$ cat src/rtl/exec_pkg.sv
// rtl/exec_pkg.sv - shared opcodes, FSM state type and helpers for exec_unit
// Optional feature macro: EXEC_MUL_EN (shift-add multiplier on opcode 100).
// Contents:
//   ADDR_W      register-file address width
//   OP_*        ALUOP encodings
//   state_t     control FSM states IDLE/RUN/FIN
//   iter_mode_t iterative datapath modes
//   op_is_iter  true when an opcode needs the iterative datapath
package exec_pkg;

  localparam int ADDR_W = 3;

  localparam logic [2:0] OP_FWD = 3'b000;
  localparam logic [2:0] OP_ADD = 3'b001;
  localparam logic [2:0] OP_AND = 3'b010;
  localparam logic [2:0] OP_OR  = 3'b011;
  localparam logic [2:0] OP_MUL = 3'b100;
  localparam logic [2:0] OP_SLL = 3'b101;
  localparam logic [2:0] OP_SRL = 3'b110;
  localparam logic [2:0] OP_SRA = 3'b111;

  typedef enum logic [1:0] {
    IDLE = 2'd0,
    RUN  = 2'd1,
    FIN  = 2'd2
  } state_t;

  typedef enum logic [1:0] {
    IT_MUL = 2'd0,
    IT_SLL = 2'd1,
    IT_SRL = 2'd2,
    IT_SRA = 2'd3
  } iter_mode_t;

  // A shift by zero has nothing to iterate over, so it completes as a
  // single-cycle forward of A.
  function automatic logic op_is_iter(input logic [2:0] op, input logic shamt_zero);
    logic r;
    r = 1'b0;
    case (op)
`ifdef EXEC_MUL_EN
      OP_MUL:                 r = 1'b1;
`else
      OP_MUL:                 r = 1'b0;
`endif
      OP_SLL, OP_SRL, OP_SRA: r = !shamt_zero;
      default:                r = 1'b0;
    endcase
    return r;
  endfunction

endpackage

$ cat src/rtl/exec_iter.sv
// rtl/exec_iter.sv - iterative shift / shift-add multiply datapath
// Ports:
//   clk, rst_n  clock, asynchronous active-low reset
//   start       load operands and mode (one cycle, while not running)
//   run         perform one iteration this cycle
//   mode        iterative operation selected at start
//   a, b        operands; b[CNTW-1:0] is the shift amount for shifts
//   res_next    accumulator value after this cycle's iteration
//   last        this cycle performs the final iteration
module exec_iter
  import exec_pkg::*;
#(
  parameter int WIDTH = 8,
  parameter int CNTW  = 3
) (
  input  logic             clk,
  input  logic             rst_n,
  input  logic             start,
  input  logic             run,
  input  iter_mode_t       mode,
  input  logic [WIDTH-1:0] a,
  input  logic [WIDTH-1:0] b,
  output logic [WIDTH-1:0] res_next,
  output logic             last
);

  iter_mode_t       mode_q, mode_d;
  logic [WIDTH-1:0] acc_q, acc_d;
  logic [WIDTH-1:0] mcand_q, mcand_d;
  logic [WIDTH-1:0] mplier_q, mplier_d;
  logic [CNTW-1:0]  cnt_q, cnt_d;
  logic [CNTW-1:0]  term_q, term_d;
  logic [WIDTH-1:0] acc_step;

  // One iteration: multiply adds the shifted multiplicand when the current
  // multiplier bit is set; shifts move the accumulator by one position.
  always_comb begin
    acc_step = acc_q;
    case (mode_q)
      IT_MUL:  acc_step = mplier_q[0] ? (acc_q + mcand_q) : acc_q;
      IT_SLL:  acc_step = acc_q << 1;
      IT_SRL:  acc_step = acc_q >> 1;
      IT_SRA:  acc_step = {acc_q[WIDTH-1], acc_q[WIDTH-1:1]};
      default: acc_step = acc_q;
    endcase
  end

  always_comb begin
    mode_d   = mode_q;
    acc_d    = acc_q;
    mcand_d  = mcand_q;
    mplier_d = mplier_q;
    cnt_d    = cnt_q;
    term_d   = term_q;
    if (start) begin
      mode_d   = mode;
      acc_d    = (mode == IT_MUL) ? '0 : a;
      mcand_d  = a;
      mplier_d = b;
      cnt_d    = '0;
      // Terminal count is the index of the final iteration.
      term_d   = (mode == IT_MUL) ? CNTW'(WIDTH - 1) : (b[CNTW-1:0] - CNTW'(1));
    end else if (run) begin
      acc_d    = acc_step;
      mcand_d  = mcand_q << 1;
      mplier_d = mplier_q >> 1;
      cnt_d    = cnt_q + CNTW'(1);
    end
  end

  always_ff @(posedge clk or negedge rst_n) begin
    if (!rst_n) begin
      mode_q   <= IT_MUL;
      acc_q    <= '0;
      mcand_q  <= '0;
      mplier_q <= '0;
      cnt_q    <= '0;
      term_q   <= '0;
    end else begin
      mode_q   <= mode_d;
      acc_q    <= acc_d;
      mcand_q  <= mcand_d;
      mplier_q <= mplier_d;
      cnt_q    <= cnt_d;
      term_q   <= term_d;
    end
  end

  assign res_next = acc_step;
  assign last     = run && (cnt_q == term_q);

endmodule

$ cat src/rtl/exec_unit.sv
// rtl/exec_unit.sv - multi-cycle execution unit feeding the register-file write port
// Optional feature macro: EXEC_MUL_EN (when undefined, opcode 100 returns 0 in one cycle).
// Ports:
//   CLK, RESET       clock, asynchronous active-low reset
//   START            request, accepted when BUSY=0
//   ALUOP            operation code, latched on acceptance
//   DATA1, DATA2     operands A and B, latched on acceptance
//   DESTADDR         destination register, latched on acceptance
//   BUSY             iterative operation in progress
//   DONE, WRITE      one-cycle result-valid / register-file write strobe
//   RESULT           result, held until the next completion
//   CARRY            carry out of ADD, 0 otherwise
//   ZERO             RESULT == 0
//   INADDRESS        destination register for the write strobe
module exec_unit
  import exec_pkg::*;
#(
  parameter int WIDTH = 8,
  parameter int CNTW  = 3
) (
  input  logic              CLK,
  input  logic              RESET,
  input  logic              START,
  input  logic [2:0]        ALUOP,
  input  logic [WIDTH-1:0]  DATA1,
  input  logic [WIDTH-1:0]  DATA2,
  input  logic [ADDR_W-1:0] DESTADDR,
  output logic              BUSY,
  output logic              DONE,
  output logic [WIDTH-1:0]  RESULT,
  output logic              CARRY,
  output logic              ZERO,
  output logic              WRITE,
  output logic [ADDR_W-1:0] INADDRESS
);

  state_t            state_q, state_d;
  logic [WIDTH-1:0]  result_q, result_d;
  logic              carry_q, carry_d;
  logic              zero_q, zero_d;
  logic [ADDR_W-1:0] inaddr_q, inaddr_d;
  logic [ADDR_W-1:0] dest_q, dest_d;

  logic              accept;
  logic              take_iter;
  logic              iter_run;
  logic              iter_last;
  logic [WIDTH-1:0]  iter_res;
  iter_mode_t        iter_mode;
  logic [WIDTH-1:0]  single_res;
  logic              single_carry;
  logic [WIDTH:0]    add_full;

  // FIN accepts a new request, so back-to-back operations need no idle cycle.
  assign accept    = START && (state_q != RUN);
  assign take_iter = accept && op_is_iter(ALUOP, DATA2[CNTW-1:0] == '0);
  assign iter_run  = (state_q == RUN);

  always_comb begin
    add_full     = {1'b0, DATA1} + {1'b0, DATA2};
    single_res   = '0;
    single_carry = 1'b0;
    case (ALUOP)
      OP_FWD: single_res = DATA1;
      OP_ADD: begin
        single_res   = add_full[WIDTH-1:0];
        single_carry = add_full[WIDTH];
      end
      OP_AND: single_res = DATA1 & DATA2;
      OP_OR:  single_res = DATA1 | DATA2;
      // Only reached as single-cycle when the shift amount is zero.
      OP_SLL, OP_SRL, OP_SRA: single_res = DATA1;
      // Multiplier compiled out: opcode 100 yields 0.
      default: single_res = '0;
    endcase
  end

  always_comb begin
    iter_mode = IT_MUL;
    case (ALUOP)
      OP_SLL:  iter_mode = IT_SLL;
      OP_SRL:  iter_mode = IT_SRL;
      OP_SRA:  iter_mode = IT_SRA;
      default: iter_mode = IT_MUL;
    endcase
  end

  exec_iter #(
    .WIDTH (WIDTH),
    .CNTW  (CNTW)
  ) u_iter (
    .clk      (CLK),
    .rst_n    (RESET),
    .start    (take_iter),
    .run      (iter_run),
    .mode     (iter_mode),
    .a        (DATA1),
    .b        (DATA2),
    .res_next (iter_res),
    .last     (iter_last)
  );

  // Write-back registers change only on the edge entering FIN, so they stay
  // stable for the whole DONE cycle.
  always_comb begin
    state_d  = state_q;
    result_d = result_q;
    carry_d  = carry_q;
    zero_d   = zero_q;
    inaddr_d = inaddr_q;
    dest_d   = dest_q;
    case (state_q)
      RUN: begin
        if (iter_last) begin
          state_d  = FIN;
          result_d = iter_res;
          carry_d  = 1'b0;
          zero_d   = (iter_res == '0);
          inaddr_d = dest_q;
        end
      end
      default: begin
        state_d = IDLE;
        if (accept) begin
          dest_d = DESTADDR;
          if (take_iter) begin
            state_d = RUN;
          end else begin
            state_d  = FIN;
            result_d = single_res;
            carry_d  = single_carry;
            zero_d   = (single_res == '0);
            inaddr_d = DESTADDR;
          end
        end
      end
    endcase
  end

  always_ff @(posedge CLK or negedge RESET) begin
    if (!RESET) begin
      state_q  <= IDLE;
      result_q <= '0;
      carry_q  <= 1'b0;
      zero_q   <= 1'b1;
      inaddr_q <= '0;
      dest_q   <= '0;
    end else begin
      state_q  <= state_d;
      result_q <= result_d;
      carry_q  <= carry_d;
      zero_q   <= zero_d;
      inaddr_q <= inaddr_d;
      dest_q   <= dest_d;
    end
  end

  assign BUSY      = (state_q == RUN);
  assign DONE      = (state_q == FIN);
  assign WRITE     = (state_q == FIN);
  assign RESULT    = result_q;
  assign CARRY     = carry_q;
  assign ZERO      = zero_q;
  assign INADDRESS = inaddr_q;

endmodule

$ cat config.mk
export PLATFORM = sky130hd
export DESIGN_NAME = exec_unit
export DESIGN_NICKNAME = d
export VERILOG_FILES = /design/src/rtl/exec_pkg.sv /design/src/rtl/exec_iter.sv /design/src/rtl/exec_unit.sv
export SDC_FILE = /design/constraint.sdc
export NUM_CORES = 1
export LEC_CHECK = 0
export ABC_AREA = 1
export ABC_CLOCK_PERIOD_IN_PS = 4200
export CORE_AREA = 8 8 116 140
export CTS_BUF_LIST = sky130_fd_sc_hd__clkbuf_16
export CTS_CLUSTER_SIZE = 30
export DETAILED_ROUTE_END_ITERATION = 12
export DIE_AREA = 0 0 124 148
export SLEW_MARGIN = 20
export SYNTH_ARGS = -nofsm -noshare
export SYNTH_HDL_FRONTEND = slang
export SYNTH_SLANG_ARGS = --single-unit
$ cat constraint.sdc
create_clock -name CLK -period 4.2 [get_ports CLK]
set_input_delay 0.42 -clock CLK [delete_from_list [all_inputs] [get_ports CLK]]
set_output_delay 0.42 -clock CLK [all_outputs]
set_load 0.01 [all_outputs]
# After elaboration in Yosys (flattened, before gate mapping)
# Cells that the tools add are included.
word_totals:
  elab_cells: 86
  output_inout_bits: 16
  register_bits: 50
classes:
  n_reduce_logical: 16
  mux: 36
  n_eq_ne: 15
  addsub: 4
  bitwise: 3
ops:
  columns: ["cell", "n"]
  rows:
  - ["$mux 8", 12]
  - ["$pmux 8 s4", 2]
  - ["$mux 3", 7]
  - ["$logic_not 8->1", 2]
  - ["$mux 1", 10]
  - ["$add 8x8->9", 1]
  - ["$eq 3x3->1 const B", 3]
  - ["$add 8x8->8", 1]
  - ["$and 8x8->8", 1]
  - ["$mux 2", 4]
  - ["$or 8x8->8", 1]
  - ["$eq 2x2->1 const B", 3]
  - ["$eq 3x2->1 const B", 2]
  - ["$logic_not 3->1", 2]
  - ["$pmux 2 s3", 1]
  - ["$eq 2x1->1 const B", 2]
  - ["$logic_not 2->1", 2]
  - ["$ne 2x1->1 const B", 2]
  - ["$reduce_bool 2->1", 2]
  - ["$reduce_or 4->1", 1]
  - ["$add 3x1->3 const B", 1]
  - ["$eq 3x1->1 const B", 1]
  - ["$eq 3x3->1", 1]
  - ["$logic_and 1x1->1", 3]
  - ["7 further kinds", 7]

# Logic depth before layout (Yosys ltp)
logic_depth:
  word_depth: 7
  ltp_mapped: 16
  depth_no_buf: 16

# Hierarchy
# From an unflattened synthesis, not the netlist that was laid out.
hier_totals:
  hier_cells: 505
  hier_area_um2: 3751.1
by_module_without_submodules:
  columns: ["module", "area_each_um2", "n_inst", "cells_each"]
  rows:
  - ["exec_iter", 2107.0, 1, 261]
  - ["exec_unit", 1644.1, 1, 244]

# Worst setup path after synthesis
# No wires, ideal clock.
synth_path:
  path_kind: "input -> register"
  start: "input DATA1[0]"
  end: "register zero_q, in the netlist ZERO"
  path_stages: 13
  slack_ns: 2.340
  required_time_ns: 4.140
  arrival_time_ns: 1.800
  cell_sequence: "ha_1 -> fa_1 -> nand2_1 -> nand3_1 -> a21oi_1 -> nor2_1 -> nor2_1 -> nand2_1 -> nor2_1 -> nand3_1 -> nand2_1 -> nand2_1 -> nand2_1"
synth_via:
  elab_chain_cells: 6
  word_cells_on_any_way: 8
  cone_classes: "add/sub (1); mux (4); bitwise (2); reduce/logical (1)"
synth_rtl:
  columns: ["element", "line_no", "rtl"]
  rows:
  - ["start, declared", "exec_unit.sv:25", "input logic [WIDTH-1:0] DATA1,"]
  - ["$add 8x8->9, or another cell as far along", "exec_unit.sv:60", "add_full = {1'b0, DATA1} + {1'b0, DATA2};"]
  - ["$pmux 8 s4 (*)", "exec_unit.sv:63", "case (ALUOP)"]
  - ["$logic_not 8->1 (*)", "exec_unit.sv:132", "zero_d = (single_res == '0);"]
  - ["$mux 1 (*)", "exec_unit.sv:126", "if (take_iter) begin"]
  - ["$mux 1 (*)", "exec_unit.sv:124", "if (accept) begin"]
  - ["$mux 1 (*)", "exec_unit.sv:112", "case (state_q)"]
  - ["end signal, assigned", "exec_unit.sv:152", "zero_q <= zero_d;"]
  - ["end, declared", "exec_unit.sv:40", "logic zero_q, zero_d;"]
# Mark *: on every way between the ends. The rest lies on a longest branch, timed or not. The select of a mux whose other input is x is not followed.
# A chain may end at the register's enable or synchronous reset.

# Final worst setup path
layout_path:
  start: "input DATA2[1]"
  end: "register u_iter.mcand_q[5]"
layout_via:
  elab_chain_cells: 5
  word_cells_on_any_way: 6
  cone_classes: "mux (2); reduce/logical (4)"
layout_rtl:
  columns: ["element", "line_no", "rtl"]
  rows:
  - ["start, declared", "exec_unit.sv:26", "input logic [WIDTH-1:0] DATA2,"]
  - ["$logic_not 3->1 (*)", "exec_unit.sv:56", "assign take_iter = accept && op_is_iter(ALUOP, DATA2[CNTW-1:0] == '0);"]
  - ["$logic_not 1->1 (*)", "exec_pkg.sv:46", "OP_SLL, OP_SRL, OP_SRA: r = !shamt_zero;"]
  - ["$mux 1 (*)", "exec_pkg.sv:40", "case (op)"]
  - ["$logic_and 1x1->1 (*)", "exec_unit.sv:56", null]
  - ["$mux 8 or $reduce_bool 2->1 (tied branches)", null, null]
  - ["end signal, assigned", "exec_iter.sv:82", "mcand_q <= mcand_d;"]
  - ["end, declared", "exec_iter.sv:29", "logic [WIDTH-1:0] mcand_q, mcand_d;"]
# Mark *: on every way between the ends. The rest lies on a longest branch, timed or not.

==> impl_results.md <==
* Ratio of cells with drive above 1 in the final layout at 7.18%
* Mapped Area at around 0.0036 mm²
* CTS root buf: clkbuf_16
* R2r endpoint: RESULT[6]
* Pwr Density at roughly 620 mW/mm²
* Die height at between 100 and 150 µm
* Mean post-synth cell area at 7.24 µm²
* Max clock buf depth at 2
* Number of remaining DRC errors at 0
* Synth area leaders: dfrtp_1, nand2_1, ha_1
* Maximum VDD drop at 0.182 mV
* Ys flop type: dfrtp_1
* Synth cell types at 37
* Crit path kind: in -> reg
* Share of the synthesized area in the top cell type at about 34%
* RSZ-0062 raised after global routing: no
* WP data arrival at 2.77 ns
* FMAX at ~380 MHz
* Leading cell type in the layout, fill and taps excluded: nand2_1
* Fin cells at between 700 and 800
* Post-DRT Antenna Nets at 0
* CP Launch Point: DATA2[1]
* Most frequent cells in the layout: nand2_1, inv_1, dfrtp_1, nor2_1, clkdlybuf4s50_1
* Initial cell density of the core at about a quarter
* Flops & latches, synth at 50
* FFs w/ async S/R, synth at 100%
* CTS resizes at 0
* Final setup TNS at 0 ns
* WL final at about 9900 µm
* Tmin final at ~2.6 ns
* First drt pass iteration count at 5
* Max_cap viols at 0
* Dpl cells at 696
* Final hold vios at 0
* CTS Buf Count at 5
* PortBufs at 40
* Register area share after synthesis at between 30% and 40%
* Post-CTS setup buffer count at 0
* DR WL/cell at around 14 µm
* Setup crit end: u_iter.mcand_q[5]
* Synth Warn # at 0
* Final worst path period share at between 60% and 70%
* Outcome: complete, no violations
* Worst Path Required at 4.35 ns
* Largest net degree at the start of global routing at between 50 and 60
* Clk_skew at approximately 0.0058 ns
* GPL Wtd Cong at a little under 0.9
* HP Class: in -> async
* Clk_lat worst skew at a little under 0.3 ns
* Syn_nets at ~550
* H-tree Lvls at 2
* Chip Width at around 120 µm
* CTS Sinks at 50
* Static Leak at about 2.1 nW
* Ports at between 40 and 50
* Initial antenna violation count at 0
* Fin area at approximately 0.0043 mm²
* Mapped Cells at 492
* Final net count at about 580
* Startpoint class of the critical path: input port
* Clock transition at the registers of the reported paths at around 0.070 ns
* Final core utilization at 30.4%
* N_diodes at 0
* Final setup fails at 0
* R2R setup slack at 1.63 ns
* CP Capture Type: register
* Vias in the first global route at about 3300
* DR vias at about 3300
* Core Footprint at around 0.014 mm²
* Die area at 0.0184 mm²
* Post-synth top area cell: dfrtp_1
* Gr usage total at ~11%
* Fill cells at 1500
* Initial DRC count at approximately 170
* Total power at 2.65 mW
* Number of synthesized flops with an enable pin at 0
* Worst-Margin Slew at approximately 1 ns
* # rows at 48
* CTS tree: built
* R2R Path Start: state_q[0]
* Gr ovfl total at 0
* Layout area overhead at 20.1%
* Dpl cell area at between 0.004 and 0.005 mm²
* Relative slew slack at 34.5%
* Crit-path max FO at 21
* R2R depth at 8
* CTS Hold Bufs at 0
* DP HPWL at between 8000 and 9000 µm
* Vias per std cell at about 4.7
* First-pass GRT wire length at between 15000 and 20000 µm
* Final slew viol count at 0
==> cell usage after synthesis (2+ instances only) <==
master / n
or2_1: 3
a22oi_1: 6
o21ai_1: 10
ha_1: 26
nand3_1: 27
dfrtp_1: 49
nand2_2: 3
o211ai_1: 9
buf_2: 4
a31oi_1: 8
inv_1: 71
fa_1: 2
buf_4: 4
a21oi_1: 23
xnor2_1: 5
nand3b_1: 4
inv_2: 12
o221ai_1: 7
nand2_1: 143
nand3_2: 6
o21ai_0: 5
buf_6: 2
o22ai_1: 6
nor2_1: 40
o21ai_2: 2
nand4_1: 4
==> worst min-delay path by stage <==
| stage | from | to | slack (ns) | cells after the start |
|---|---|---|---|---|
| after CTS | RESET | INADDRESS[1] | 0.26 | 2 |
| after global routing | RESET | INADDRESS[1] | 0.28 | 2 |
| after global placement | dest_q[0] | dest_q[0] | 0.47 | 2 |
| after detailed placement | dest_q[0] | dest_q[0] | 0.47 | 2 |
| after floorplan | RESET | CARRY | 0.12 | 0 |
| final | RESET | INADDRESS[1] | 0.23 | 2 |
==> cells by family (layout without fill, tap and decap cells) <==
logic type / after synthesis / in the layout / share of synthesized area (%)
xor gates and xnor gates: 5 / 5 / 1.23
AOI/OAI and AO/OA: 81 / 81 / 14.3
buffers and inverters: 95 / 132 / 11.0
and+or+nand+nor: 233 / 233 / 28.0
DFF: 50 / 50 / 35.2
adders and majority gates: 28 / 28 / 10.3
==> critical path: stages <==
cell and delay [ns]:
clkdlybuf4s50_1 0.57, inv_1 0.10, ha_1 0.19, ha_1 0.17
nor2_1 0.13, inv_2 0.07, nor2_4 0.36, nor2_1 0.29
inv_2 0.30, o221ai_1 0.16
==> area by class of cell <==
cell class / count / area (µm²) / area share [%]
Multi-Input combinational cell: 347 / 1920 / 44.9
Sequential cell: 50 / 1250 / 29.3
Timing Repair Buffer: 41 / 403 / 9.42
Inverter: 83 / 312 / 7.28
Tap cell: 175 / 219 / 5.12
Clock buffer: 5 / 125 / 2.93
Clock inverter: 3 / 47.5 / 1.11
==> registers in the layout, summed over array words and instances (netlist names) <==
name             count
u_iter.acc_q         8
u_iter.mcand_q       8
RESULT               8
u_iter.mode_q        2
dest_q               3
u_iter.term_q        3
CARRY                1
INADDRESS            3
u_iter.mplier_q      8
ZERO                 1
state_q              2
u_iter.cnt_q         3
==> per-layer routing <==
metal,track usage (%),part of all wire [%]
met4,4.77,2.4
met1,13.5,44
met5,0,0
met2,19.6,50
met3,1.37,3.3
==> power breakdown <==
| group | total [mW] | internal [mW] | switching, mW |
|---|---|---|---|
| Sequential | 0.847 | 0.693 | 0.153 |
| Clock | 0.473 | 0.284 | 0.188 |
| Combinational | 1.33 | 0.537 | 0.790 |
==> per-stage QoR <==
| stage | setup slack [ns] | hold slack [ns] |
|---|---|---|
| 6_report | 1.58 | 0.229 |
| 5_1_grt | 1.36 | 0.281 |
| 4_1_cts | 1.54 | 0.259 |
| 3_5_place_dp | 1.29 | 0.470 |
| 3_3_place_gp | 1.34 | 0.465 |
| 2_1_floorplan | 2.34 | 0.124 |
Note: power is estimated with default switching activity, not from simulation.
